**config.mk**
```make
export PLATFORM = sky130hd
export DESIGN_NAME = axil_sample_reader_flat
export DESIGN_NICKNAME = d
export VERILOG_FILES = /design/src/rtl/axil_sample_reader_if.sv /design/src/rtl/axil_sample_reader.sv /design/src/flat_wrapper.sv
export SDC_FILE = /design/constraint.sdc
export NUM_CORES = 1
export LEC_CHECK = 0
export CAP_MARGIN = 20
export CORE_ASPECT_RATIO = 0.9
export CORE_UTILIZATION = 52
export DETAILED_ROUTE_END_ITERATION = 10
export GPL_TIMING_DRIVEN = 0
export MAX_ROUTING_LAYER = met4
export PLACE_DENSITY = 0.8
export SYNTH_ARGS = -nofsm -noshare
export SYNTH_HDL_FRONTEND = slang
export SYNTH_SLANG_ARGS = --single-unit
```
**constraint.sdc**
```tcl
create_clock -name aclk -period 4.2 [get_ports aclk]
set_input_delay 0.84 -clock aclk [delete_from_list [all_inputs] [get_ports aclk]]
set_output_delay 0.84 -clock aclk [all_outputs]
set_load 0.005 [all_outputs]
```
**src/rtl/axil_sample_reader_if.sv**
```systemverilog
// AXI-Lite read-only channel bundle (AR + R) between the sample reader
// and the sample memory.
interface axil_sample_reader_if #(
    parameter int ADDR_WIDTH = 32,
    parameter int DATA_WIDTH = 32
);
    logic [ADDR_WIDTH-1:0] araddr;
    logic [2:0]            arprot;
    logic                  arvalid;
    logic                  arready;
    logic [DATA_WIDTH-1:0] rdata;
    logic [1:0]            rresp;
    logic                  rvalid;
    logic                  rready;

    modport master (
        output araddr, arprot, arvalid, rready,
        input  arready, rdata, rresp, rvalid
    );

    modport slave (
        input  araddr, arprot, arvalid, rready,
        output arready, rdata, rresp, rvalid
    );
endinterface

```
**src/rtl/axil_sample_reader.sv**
```systemverilog
// AXI-Lite read master streaming consecutive words into a sample FIFO.
// Optional macro AXIL_SAMPLE_READER_LOOP_EN: loop the buffer until stop.
module axil_sample_reader #(
    parameter int ADDR_WIDTH = 32,
    parameter int DATA_WIDTH = 32,
    parameter int ADDR_INCR  = 1,
    parameter int FIFO_DEPTH = 4,
    parameter int LEN_WIDTH  = 24
) (
    input  logic                   aclk,
    input  logic                   aresetn,
    input  logic                   start,
    input  logic                   stop,
    input  logic [ADDR_WIDTH-1:0]  base_addr,
    input  logic [LEN_WIDTH-1:0]   length_words,
    output logic                   busy,
    output logic                   done,
    output logic                   err,
    axil_sample_reader_if.master   m_axil,
    output logic [DATA_WIDTH-1:0]  sample_data,
    output logic                   sample_valid,
    input  logic                   sample_ready
);
    localparam int PW = (FIFO_DEPTH > 1) ? $clog2(FIFO_DEPTH) : 1;
    localparam int CW = PW + 1;

    typedef enum logic [1:0] {
        S_IDLE,
        S_ADDR,
        S_WAIT,
        S_DATA
    } state_t;

    state_t                state, state_n;
    logic [ADDR_WIDTH-1:0] cur_addr, cur_addr_n;
    logic [LEN_WIDTH-1:0]  remaining, remaining_n;
    logic                  err_n;
    logic                  done_n;
    logic                  stop_pend, stop_pend_n;
`ifdef AXIL_SAMPLE_READER_LOOP_EN
    logic [ADDR_WIDTH-1:0] base_q, base_n;
    logic [LEN_WIDTH-1:0]  len_q, len_n;
`endif

    logic [DATA_WIDTH-1:0] fifo_mem [FIFO_DEPTH];
    logic [PW-1:0]         wr_ptr, rd_ptr;
    logic [CW-1:0]         fifo_cnt, fifo_cnt_n;
    logic                  push, pop;
    logic                  slot_free;
    logic                  stop_any;
    logic                  last_word;
    logic                  end_play;

    assign push       = (state == S_DATA) && m_axil.rvalid;
    assign pop        = sample_valid && sample_ready;
    assign fifo_cnt_n = fifo_cnt + CW'(push) - CW'(pop);
    // Free-slot test uses the post-update count so a slot is reserved
    // before the address phase and the read beat can never overflow.
    assign slot_free  = fifo_cnt_n < CW'(FIFO_DEPTH);
    assign stop_any   = stop || stop_pend;
    assign last_word  = (remaining == LEN_WIDTH'(1));

`ifdef AXIL_SAMPLE_READER_LOOP_EN
    assign end_play = stop_any;
`else
    assign end_play = last_word || stop_any;
`endif

    assign m_axil.araddr  = cur_addr;
    assign m_axil.arprot  = 3'b000;
    assign m_axil.arvalid = (state == S_ADDR);
    assign m_axil.rready  = (state == S_DATA);

    assign busy         = (state != S_IDLE);
    assign sample_valid = (fifo_cnt != '0);
    assign sample_data  = sample_valid ? fifo_mem[rd_ptr] : '0;

    always_comb begin
        state_n     = state;
        cur_addr_n  = cur_addr;
        remaining_n = remaining;
        err_n       = err;
        done_n      = 1'b0;
        stop_pend_n = stop_pend;
`ifdef AXIL_SAMPLE_READER_LOOP_EN
        base_n      = base_q;
        len_n       = len_q;
`endif
        if (stop && state != S_IDLE) stop_pend_n = 1'b1;

        unique case (state)
            S_IDLE: begin
                if (start) begin
                    err_n       = 1'b0;
                    stop_pend_n = 1'b0;
                    cur_addr_n  = base_addr;
                    remaining_n = length_words;
`ifdef AXIL_SAMPLE_READER_LOOP_EN
                    base_n      = base_addr;
                    len_n       = length_words;
`endif
                    if (length_words == '0) done_n = 1'b1;
                    else state_n = slot_free ? S_ADDR : S_WAIT;
                end
            end
            S_ADDR: begin
                if (m_axil.arready) state_n = S_DATA;
            end
            S_WAIT: begin
                // Nothing is in flight here, so a stop ends playback at once.
                if (stop_any) begin
                    state_n     = S_IDLE;
                    done_n      = 1'b1;
                    stop_pend_n = 1'b0;
                end else if (slot_free) begin
                    state_n = S_ADDR;
                end
            end
            S_DATA: begin
                if (m_axil.rvalid) begin
                    err_n       = err | (m_axil.rresp != 2'b00);
                    cur_addr_n  = cur_addr + ADDR_WIDTH'(ADDR_INCR);
                    remaining_n = remaining - LEN_WIDTH'(1);
`ifdef AXIL_SAMPLE_READER_LOOP_EN
                    if (last_word) begin
                        cur_addr_n  = base_q;
                        remaining_n = len_q;
                    end
`endif
                    if (end_play) begin
                        state_n     = S_IDLE;
                        done_n      = 1'b1;
                        stop_pend_n = 1'b0;
                    end else begin
                        state_n = slot_free ? S_ADDR : S_WAIT;
                    end
                end
            end
            default: state_n = S_IDLE;
        endcase
    end

    always_ff @(posedge aclk) begin
        if (!aresetn) begin
            state     <= S_IDLE;
            cur_addr  <= '0;
            remaining <= '0;
            err       <= 1'b0;
            done      <= 1'b0;
            stop_pend <= 1'b0;
`ifdef AXIL_SAMPLE_READER_LOOP_EN
            base_q    <= '0;
            len_q     <= '0;
`endif
        end else begin
            state     <= state_n;
            cur_addr  <= cur_addr_n;
            remaining <= remaining_n;
            err       <= err_n;
            done      <= done_n;
            stop_pend <= stop_pend_n;
`ifdef AXIL_SAMPLE_READER_LOOP_EN
            base_q    <= base_n;
            len_q     <= len_n;
`endif
        end
    end

    always_ff @(posedge aclk) begin
        if (!aresetn) begin
            wr_ptr   <= '0;
            rd_ptr   <= '0;
            fifo_cnt <= '0;
        end else begin
            fifo_cnt <= fifo_cnt_n;
            if (push) wr_ptr <= wr_ptr + PW'(1);
            if (pop)  rd_ptr <= rd_ptr + PW'(1);
        end
    end

    always_ff @(posedge aclk) begin
        if (push) fifo_mem[wr_ptr] <= m_axil.rdata;
    end
endmodule
```
**src/flat_wrapper.sv**
```systemverilog
// flat-port wrapper written by rule: the top's interface ports become plain ports
module axil_sample_reader_flat 
#(
    parameter int ADDR_WIDTH = 32,
    parameter int DATA_WIDTH = 32,
    parameter int ADDR_INCR  = 1,
    parameter int FIFO_DEPTH = 4,
    parameter int LEN_WIDTH  = 24
)
  (aclk, aresetn, start, stop, base_addr, length_words, busy, done, err, sample_data, sample_valid, sample_ready, m_axil_araddr, m_axil_arprot, m_axil_arvalid, m_axil_rready, m_axil_arready, m_axil_rdata, m_axil_rresp, m_axil_rvalid);
  axil_sample_reader_if #(.ADDR_WIDTH(ADDR_WIDTH), .DATA_WIDTH(DATA_WIDTH)) m_axil_i ();
  input  logic aclk;
  input  logic aresetn;
  input  logic start;
  input  logic stop;
  input  logic [ADDR_WIDTH-1:0] base_addr;
  input  logic [LEN_WIDTH-1:0] length_words;
  output logic busy;
  output logic done;
  output logic err;
  output logic [DATA_WIDTH-1:0] sample_data;
  output logic sample_valid;
  input  logic sample_ready;
  output wire logic [$bits(m_axil_i.araddr)-1:0] m_axil_araddr;
  output wire logic [$bits(m_axil_i.arprot)-1:0] m_axil_arprot;
  output wire logic [$bits(m_axil_i.arvalid)-1:0] m_axil_arvalid;
  output wire logic [$bits(m_axil_i.rready)-1:0] m_axil_rready;
  input wire logic [$bits(m_axil_i.arready)-1:0] m_axil_arready;
  input wire logic [$bits(m_axil_i.rdata)-1:0] m_axil_rdata;
  input wire logic [$bits(m_axil_i.rresp)-1:0] m_axil_rresp;
  input wire logic [$bits(m_axil_i.rvalid)-1:0] m_axil_rvalid;
  assign m_axil_araddr = m_axil_i.araddr;
  assign m_axil_arprot = m_axil_i.arprot;
  assign m_axil_arvalid = m_axil_i.arvalid;
  assign m_axil_rready = m_axil_i.rready;
  assign m_axil_i.arready = m_axil_arready;
  assign m_axil_i.rdata = m_axil_rdata;
  assign m_axil_i.rresp = m_axil_rresp;
  assign m_axil_i.rvalid = m_axil_rvalid;
  axil_sample_reader #(.ADDR_WIDTH(ADDR_WIDTH), .DATA_WIDTH(DATA_WIDTH), .ADDR_INCR(ADDR_INCR), .FIFO_DEPTH(FIFO_DEPTH), .LEN_WIDTH(LEN_WIDTH)) u_core (.aclk(aclk), .aresetn(aresetn), .start(start), .stop(stop), .base_addr(base_addr), .length_words(length_words), .busy(busy), .done(done), .err(err), .m_axil(m_axil_i), .sample_data(sample_data), .sample_valid(sample_valid), .sample_ready(sample_ready));
endmodule
```
[Word level (Yosys, flattened, before mapping)]
Memory sizes are Yosys's and may differ from the RTL's. A register that Yosys moved wholly into a read port is not among the register bits.
Index checks and enable logic that the tools add are counted.
Word-level totals
  bits in registers: 68
  memory bits (writable): 128
  output and inout bits: 73
  word-level logic and storage cells: 75
  memories: 1
Operators by class
  add/sub/neg operators: 6
  order comparisons: 1
  equality and inequality tests: 9
  muxes and demuxes: 35
  bitwise logic cells: 1
  reduce and logical (&&, ||, !) cells: 13
Memories
  u_core.fifo_mem: words 4, bits a word 32, rd ports 1, clocked after memory_dff 1, wr ports 1, line axil_sample_reader.sv:45  | logic [DATA_WIDTH-1:0] fifo_mem [FIFO_DEPTH];
Operators with widths (count)
  32-bit 2-to-1 mux: 3
  32-bit one-hot mux with 2 select lines: 1
  24-bit 2-to-1 mux: 2
  24-bit one-hot mux with 2 select lines: 1
  32-bit by 1-bit adder with 32-bit output (second input constant): 1
  24-bit by 1-bit == test with 1-bit output (second input constant): 1
  24-bit zero test: 1
  24-bit by 1-bit subtractor with 24-bit output (second input constant): 1
  2-bit 2-to-1 mux: 10
  1-bit 2-to-1 mux: 14
  2-bit one-hot mux with 4 select lines: 1
  1-bit one-hot mux with 3 select lines: 2
  2-bit nonzero test: 3
  5-bit AND reduction: 1
  2-bit by 1-bit adder with 2-bit output (second input constant): 2
  2-bit == test (second input constant): 2
  2-bit by 1-bit inequality test with 1-bit output (second input constant): 2
  2-bit inequality test (second input constant): 2
  3-bit by 1-bit adder with 3-bit output: 1
  1-bit logical AND: 3
  3-bit < comparator (second input constant): 1
  3-bit by 1-bit inequality test with 1-bit output (second input constant): 1
  3-bit AND reduction: 1
  3-bit nonzero test: 1
  6 further kinds: 7

[Longest topological paths before layout]
  depth in word-level cells: 9
  depth in mapped cells: 11
  gate-level depth less buffers: 11

[Least setup slack after synthesis]
OpenSTA, ideal clock, no wires.
  path kind: input to register
  start point: in m_axil_rvalid
  end point: reg u_core.state[0]
  library setup time: 0.059 ns
  arrival: 2.769 ns
  setup slack: 1.371 ns
  stages: 9
  path buffers: 1
  cells stage by stage: nand3_1 clkinv_1 clkbuf_1 ha_1 fa_1 xnor3_1 mux2_2 o2bb2ai_1 a41o_1
On the way
  longest elaborated chain between the ends: 8
Ends and longest elaborated chain
  start: declaration: line flat_wrapper.sv:31  | input wire logic [$bits(m_axil_i.rvalid)-1:0] m_axil_rvalid;
  1-bit logical AND: line axil_sample_reader.sv:54  | assign push = (state == S_DATA) && m_axil.rvalid;
  3-bit by 1-bit adder with 3-bit output: line axil_sample_reader.sv:56  | assign fifo_cnt_n = fifo_cnt + CW'(push) - CW'(pop);
  3-bit by 1-bit subtractor with 3-bit output: line axil_sample_reader.sv:56
  3-bit < comparator: line axil_sample_reader.sv:59  | assign slot_free = fifo_cnt_n < CW'(FIFO_DEPTH);
  2-bit 2-to-1 mux: line axil_sample_reader.sv:103, axil_sample_reader.sv:135
  2-bit 2-to-1 mux, on equally long branches: line axil_sample_reader.sv:130, axil_sample_reader.sv:102
  2-bit 2-to-1 mux, on equally long branches: line axil_sample_reader.sv:120, axil_sample_reader.sv:93
  2-bit one-hot mux with 4 select lines: line axil_sample_reader.sv:91  | unique case (state)
  end signal: assignment: line axil_sample_reader.sv:156  | state <= state_n;
  end: declaration: line axil_sample_reader.sv:34  | state_t state, state_n;
Parallel ways exist; a longest one is shown, timed or not. The select of a mux whose other input is x is not followed.
A chain may end at the register's enable or synchronous reset.

[Final worst setup path]
  start point: reg u_core.state[0]
  end point: out m_axil_rready
On the way
  longest elaborated chain between the ends: 1
Ends and longest elaborated chain
  2-bit == test: line axil_sample_reader.sv:72  | assign m_axil.rready = (state == S_DATA);
  end: declaration: line flat_wrapper.sv:27  | output wire logic [$bits(m_axil_i.rready)-1:0] m_axil_rready;
Every way passes these cells.

==> flow_metrics.tcl <==
set metrics [dict create \
    status "complete, no violations" \
    ys_seq_area_frac 0.573 \
    vias_per_cell 6.37 \
    die_w_um 142 \
    final_nets 1054 \
    ant_nets 0 \
    final_common_cell "clkdlybuf4s50_1" \
    cts_inserted_buffers 17 \
    max-cap-violations 0 \
    critPathTopFamily "buffers and inverters" \
    clk_pin_slew_ns 0.07 \
    path_max_fanout 10 \
    crit_type "flip-flop to output pin" \
    crit_buf_inv 5 \
    grt_max_degree 33 \
    timing.slew.headroom 0.247 \
    min_period_ns 4.03 \
    finalMaxSlewViolations 0 \
    timing.hold.worst.class "flip-flop to flip-flop" \
    synth_edf_count 128 \
    fin_setup_tns_ns 0 \
    hpwl_um 17500 \
    dpl-instance-area_um2 11100 \
    cp.required_ns 3.36 \
    grt_first_pass_wirelength_um 39400 \
    cp.depth 6 \
    cts_root_buf "clkbuf_16" \
    areaGrowthSynthToFinish_pct 28.2 \
    routed_wl_um 25900 \
    cp_slowest_stage_delay_ns 0.63 \
    path_cells "clkbuf_1 -> nand2_1 -> inv_1 -> clkbuf_1 -> buf_1 -> clkdlybuf4s50_1" \
    drive_gt1_frac 0.101 \
    clock-sinks 198 \
    post-place-ws_ns 0.269 \
    routedWlPerCell_um 21.7 \
    htree_num_levels 4 \
    drc 0 \
    p_leak_nw 3.93 \
    grt_pass1_vias 7113 \
    syn_avg_cell_area_um2 12.0 \
    layout_common_cells "clkdlybuf4s50_1, edfxtp_1, dfxtp_1" \
    dp_cells 1163 \
    core_um2 17100 \
    cp_common_cell "clkbuf_1" \
    syn_area_um2 9150 \
    power.total_mw 6.63 \
    cts_setup_buffers 0 \
    final_cells 1195 \
    rsz0062_at_grt "no" \
    antenna_found_initial 0 \
    clk_latency_ns 0.44 \
    irDropWorstVdd_mv 0.409 \
    async_flop_share 0 \
    fp-row-count 45 \
    die_area_um2 18100 \
    cts_hold_buf 0 \
    cts_tree "done" \
    top_layer "met4" \
    worstPathArrival_ns 3.19 \
    min_delay_path_depth 2 \
    max_freq_mhz 248 \
    port_buffers 165 \
    antennaDiodeCount 0 \
    worst_path_max_delay_cell "clkdlybuf4s50_1" \
    worstSetupEndpointType "output pin" \
    wl_met1_um 10400 \
    clk_path_buf_depth 2 \
    setup_viol 0 \
    skew_ns 0.0111 \
    grt_use_total 0.302 \
    holdWs_ns 0.488 \
    globalplace.congestion 0.948 \
    final_util 0.688 \
    hold_viol 0 \
    synth-seq-cells 198 \
    route.met2.wl_um 11700 \
    start_util 0.536 \
    grt_overflow 0 \
    startpoint_type "flip-flop" \
    timing.final.ws_setup_ns 0.169 \
    fin_area_um2 11700 \
    fin_crit_sh 0.960 \
    reg2reg_depth 10 \
    io_pins 170 \
    vias 7615 \
    synth.distinct_cells 64 \
    cts_resized 0 \
    first_pass_iters 6 \
    tightest_slew_ns 1.13 \
    dieHeight_um 128 \
    power_density_nw_per_um2 565 \
    yosys_warnings 0 \
    drt_iter0_markers 1117 \
    wl_met3_um 2780 \
    synthFlopType "edfxtp_1" \
    postSynthCellCount 761 \
]
[Yosys cell counts, types with 5 or more instances]
cell,number,area share
edfxtp_1,128,0.42
dfxtp_1,70,0.15
nor2_1,48,0.020
nand2_1,46,0.019
and2_1,45,0.031
o21ai_0,41,0.022
clkbuf_1,37,0.015
a21oi_1,36,0.020
mux4_2,32,0.079
nand3_1,26,0.014
o22ai_1,17,0.012
inv_1,16,0.0066
nor4_1,16,0.011
nor3_1,14,0.0077
a211oi_1,12,0.0098
a311oi_1,12,0.011
and3_1,11,0.0075
a22oi_1,9,0.0074
ha_1,9,0.012
nand4_1,8,0.0055
a31oi_1,7,0.0048
buf_1,7,0.0029
and4_1,6,0.0057
buf_2,6,0.0033
nor3b_1,6,0.0049
a22o_1,5,0.0048
a32oi_1,5,0.0048
mux2i_1,5,0.0055
o211ai_1,5,0.0041
or2_2,5,0.0034
or3_1,5,0.0034
or4_1,5,0.0041
[per-layer routing]
layer	track usage	up-vias
li1	-	3336
met1	0.420	3626
met2	0.433	548
met3	0.0557	105
met4	0.133	0
met5	-	-
[sequential cells by signal (all words and copies together) (netlist names), named ones only]
name and cells:
u_core.fifo_mem 128, u_core.m_axil.araddr 32, u_core.remaining 24, u_core.fifo_cnt 3, u_core.rd_ptr 2, u_core.state 2
u_core.wr_ptr 2, u_core.done 1, u_core.err 1, u_core.stop_pend 1
[logic make-up after synthesis]
group | synth area share
flops | 0.573
mux | 0.0879
fa+ha+maj | 0.0145
compound gates | 0.135
xor+xnor | 0.00724
buf+inv | 0.0308
simple gates | 0.152
other cells | 0.000410
[power by group]
part | total (mW) | internal (mW) | switching (mW)
clock network | 1.68 | 0.865 | 0.818
registers | 2.47 | 2.25 | 0.220
logic | 2.47 | 1.21 | 1.27
[area by class of cell]
cell class | count | area, µm²
buffer | 53 | 218
clock buffer | 17 | 425
clock inverter | 15 | 199
fill | 1250 | 5330
inverter | 17 | 63.8
multi-input combinational | 495 | 3640
sequential | 198 | 5250
tap | 235 | 294
timing repair buffer | 165 | 1650
[final timing paths]
path	end	slack, ns	startpoint
worst max register to register	u_core.state[0]	1.03	u_core.state[0]
worst min register to register	u_core.remaining[20]	0.49	u_core.remaining[20]
worst max-delay path	m_axil_rready	0.17	u_core.state[0]
worst min-delay path	u_core.remaining[20]	0.49	u_core.remaining[20]
[worst reg2reg max path: stages (launching register included)]
cell	delay, ns
dfxtp_1	0.30
clkbuf_1	0.19
nand3_1	0.23
clkinv_1	0.44
clkbuf_1	0.39
ha_1	0.28
fa_1	0.42
xnor3_1	0.25
mux2_2	0.28
o2bb2ai_1	0.14
a41o_1	0.18
No activity file was read; power rests on OpenSTA's default activity.
==> variant (same settings) <==
The option `AXIL_SAMPLE_READER_LOOP_EN` is turned on by a define.
--- a/src/rtl/axil_sample_reader.sv
+++ b/src/rtl/axil_sample_reader.sv
@@ -1,4 +1,6 @@
 // AXI-Lite read master streaming consecutive words into a sample FIFO.
 // Optional macro AXIL_SAMPLE_READER_LOOP_EN: loop the buffer until stop.
+`define AXIL_SAMPLE_READER_LOOP_EN
+
 module axil_sample_reader #(
     parameter int ADDR_WIDTH = 32,
Formal check against the unedited RTL: not equivalent (Yosys sat finds a counterexample within 4 cycles, from zero or initial values and one cycle with aresetn low).
==> variant against the unedited design <==
- worst hold slack worse by 0.038 ns
- area after synthesis up 25%
- utilization down 2.6 points
- non-clock buffer count up 19
- setup slack better by 0.44 ns
- synthesized cell count up 41%
- cell area up 22%
- power up 23%
- critical path depth up 7
- count of clock-buffer cells in the layout up 23
- sequential cell count up 56
- via count up 22%
- wire length up 18%
==> variant: results (changes against the unedited design) <==
GRT
  • M1 GR Usage: 0.3700 (-0.05043)
  • Number of global-route vias before repair: 8889 (+25%)
  • Met2 global-route usage: 0.4305 (-0.002401)
  • Overall routing resource usage: 0.2806 (-0.02100)

Critical path
  • Delay-heaviest family, CP: simple AND/OR/NAND/NOR gates
  • CP max-delay cell: nand2_1
  • Worst r2r src: u_core.state[1]
  • Crit path DAT: 4.01 ns (+0.82 ns)
  • Max incr delay on CP: 0.39 ns (-0.24 ns)

Placed design
  • Post-DP HPWL: 21.07 mm (+21%)

Worst hold path
  • HP Start: u_core.len_q[8]

Clocking
  • CTS buffer count: 26 (+9)
  • Htree depth: 1 (-3)
  • Clock Latency Late Sink: 0.54 ns (+0.10 ns)
  • Clk buf depth: 3 (+1)

Detailed routing
  • Routed WL: 30.58 mm (+18%)
  • Starting DRT DRC Count: 892 (-20%)
  • Metal3 WL: 2.844 mm (+2.3%)
  • Met1 WL: 12.75 mm (+22%)

Layout
  • Nets: 1372 (+30%)

Timing
  • Final Skew: 0.02036 ns (+0.009259 ns)

Yosys
  • Post-Synth Adder-Cell Area: 0.01160 (-0.002890)
  • Cell variety after synth: 61 (-4.7%)
  • Mux contribution to synthesized area: 0.06304 (-0.02486)
  • Sequential area share after synthesis: 0.5569 (-0.01621)
  • Synth cell count leaders: 176 x nand2_1, 128 x edfxtp_1, 126 x dfxtp_1, 107 x a21oi_1, 55 x o21ai_0

Status
  • Outcome: finished, final reports clean
==> variant: logic make-up (layout without fill, tap and decap cells) <==
kind of cell,count (synthesis),after routing
XOR/XNOR,45,45
multiplexers,32,32
AND/OR/NAND/NOR,373,373
adder cells (fa/ha/maj),10,10
AO/OA/AOI/OAI,263,263
other,1,5
flip-flops,254,254
buffers and inverters,92,305
==> variant: final cells by class <==
type | count | area [um^2]
antenna | 2 | 5.005
buffer | 72 | 367.9
clock buffer | 40 | 753.2
clock inverter | 8 | 50.05
fill | 1689 | 7300
inverter | 20 | 75.07
multi-input combinational | 726 | 4636
sequential | 254 | 6366
tap | 291 | 364.1
timing repair buffer | 165 | 1652
==> variant: worst reg2reg max path, cell delays in order (launching register included) <==
cell and delay (ns):
dfxtp_1 0.30, buf_2 0.16, nand2_1 0.39, inv_2 0.19, nand2_2 0.27, inv_1 0.12
clkbuf_1 0.27, ha_1 0.30, fa_1 0.38, xor2_1 0.16, xnor2_1 0.35, nor3b_1 0.33
o221a_2 0.24, nor2_1 0.03
==> variant: report_power, final <==
| part | internal (W) | switching [W] |
|---|---|---|
| clock network | 0.00123 | 0.000933 |
| registers | 0.00289 | 0.000294 |
| logic | 0.00138 | 0.00140 |
==> variant: metrics by stage <==
stage	total power (W)	utilization	cells	cell area [um^2]
finish	0.008135	0.6616	1578	14270
global route	0.008553	0.6616	1578	14270
detailed placement	0.005983	0.6241	1528	13460
floorplan	0.004775	-	1072	11440
global placement	0.005916	0.6239	1528	13460
CTS	0.008139	0.6613	1576	14260
==> variant: worst paths after layout <==
path / end / slack (ns) / cells after the start
worst max register to register: u_core.state[0] / 0.61 / 13
worst max-delay path: u_core.state[0] / 0.61 / 13
worst min register to register: u_core.len_q[8] / 0.45 / 2
worst min-delay path: u_core.len_q[8] / 0.45 / 2
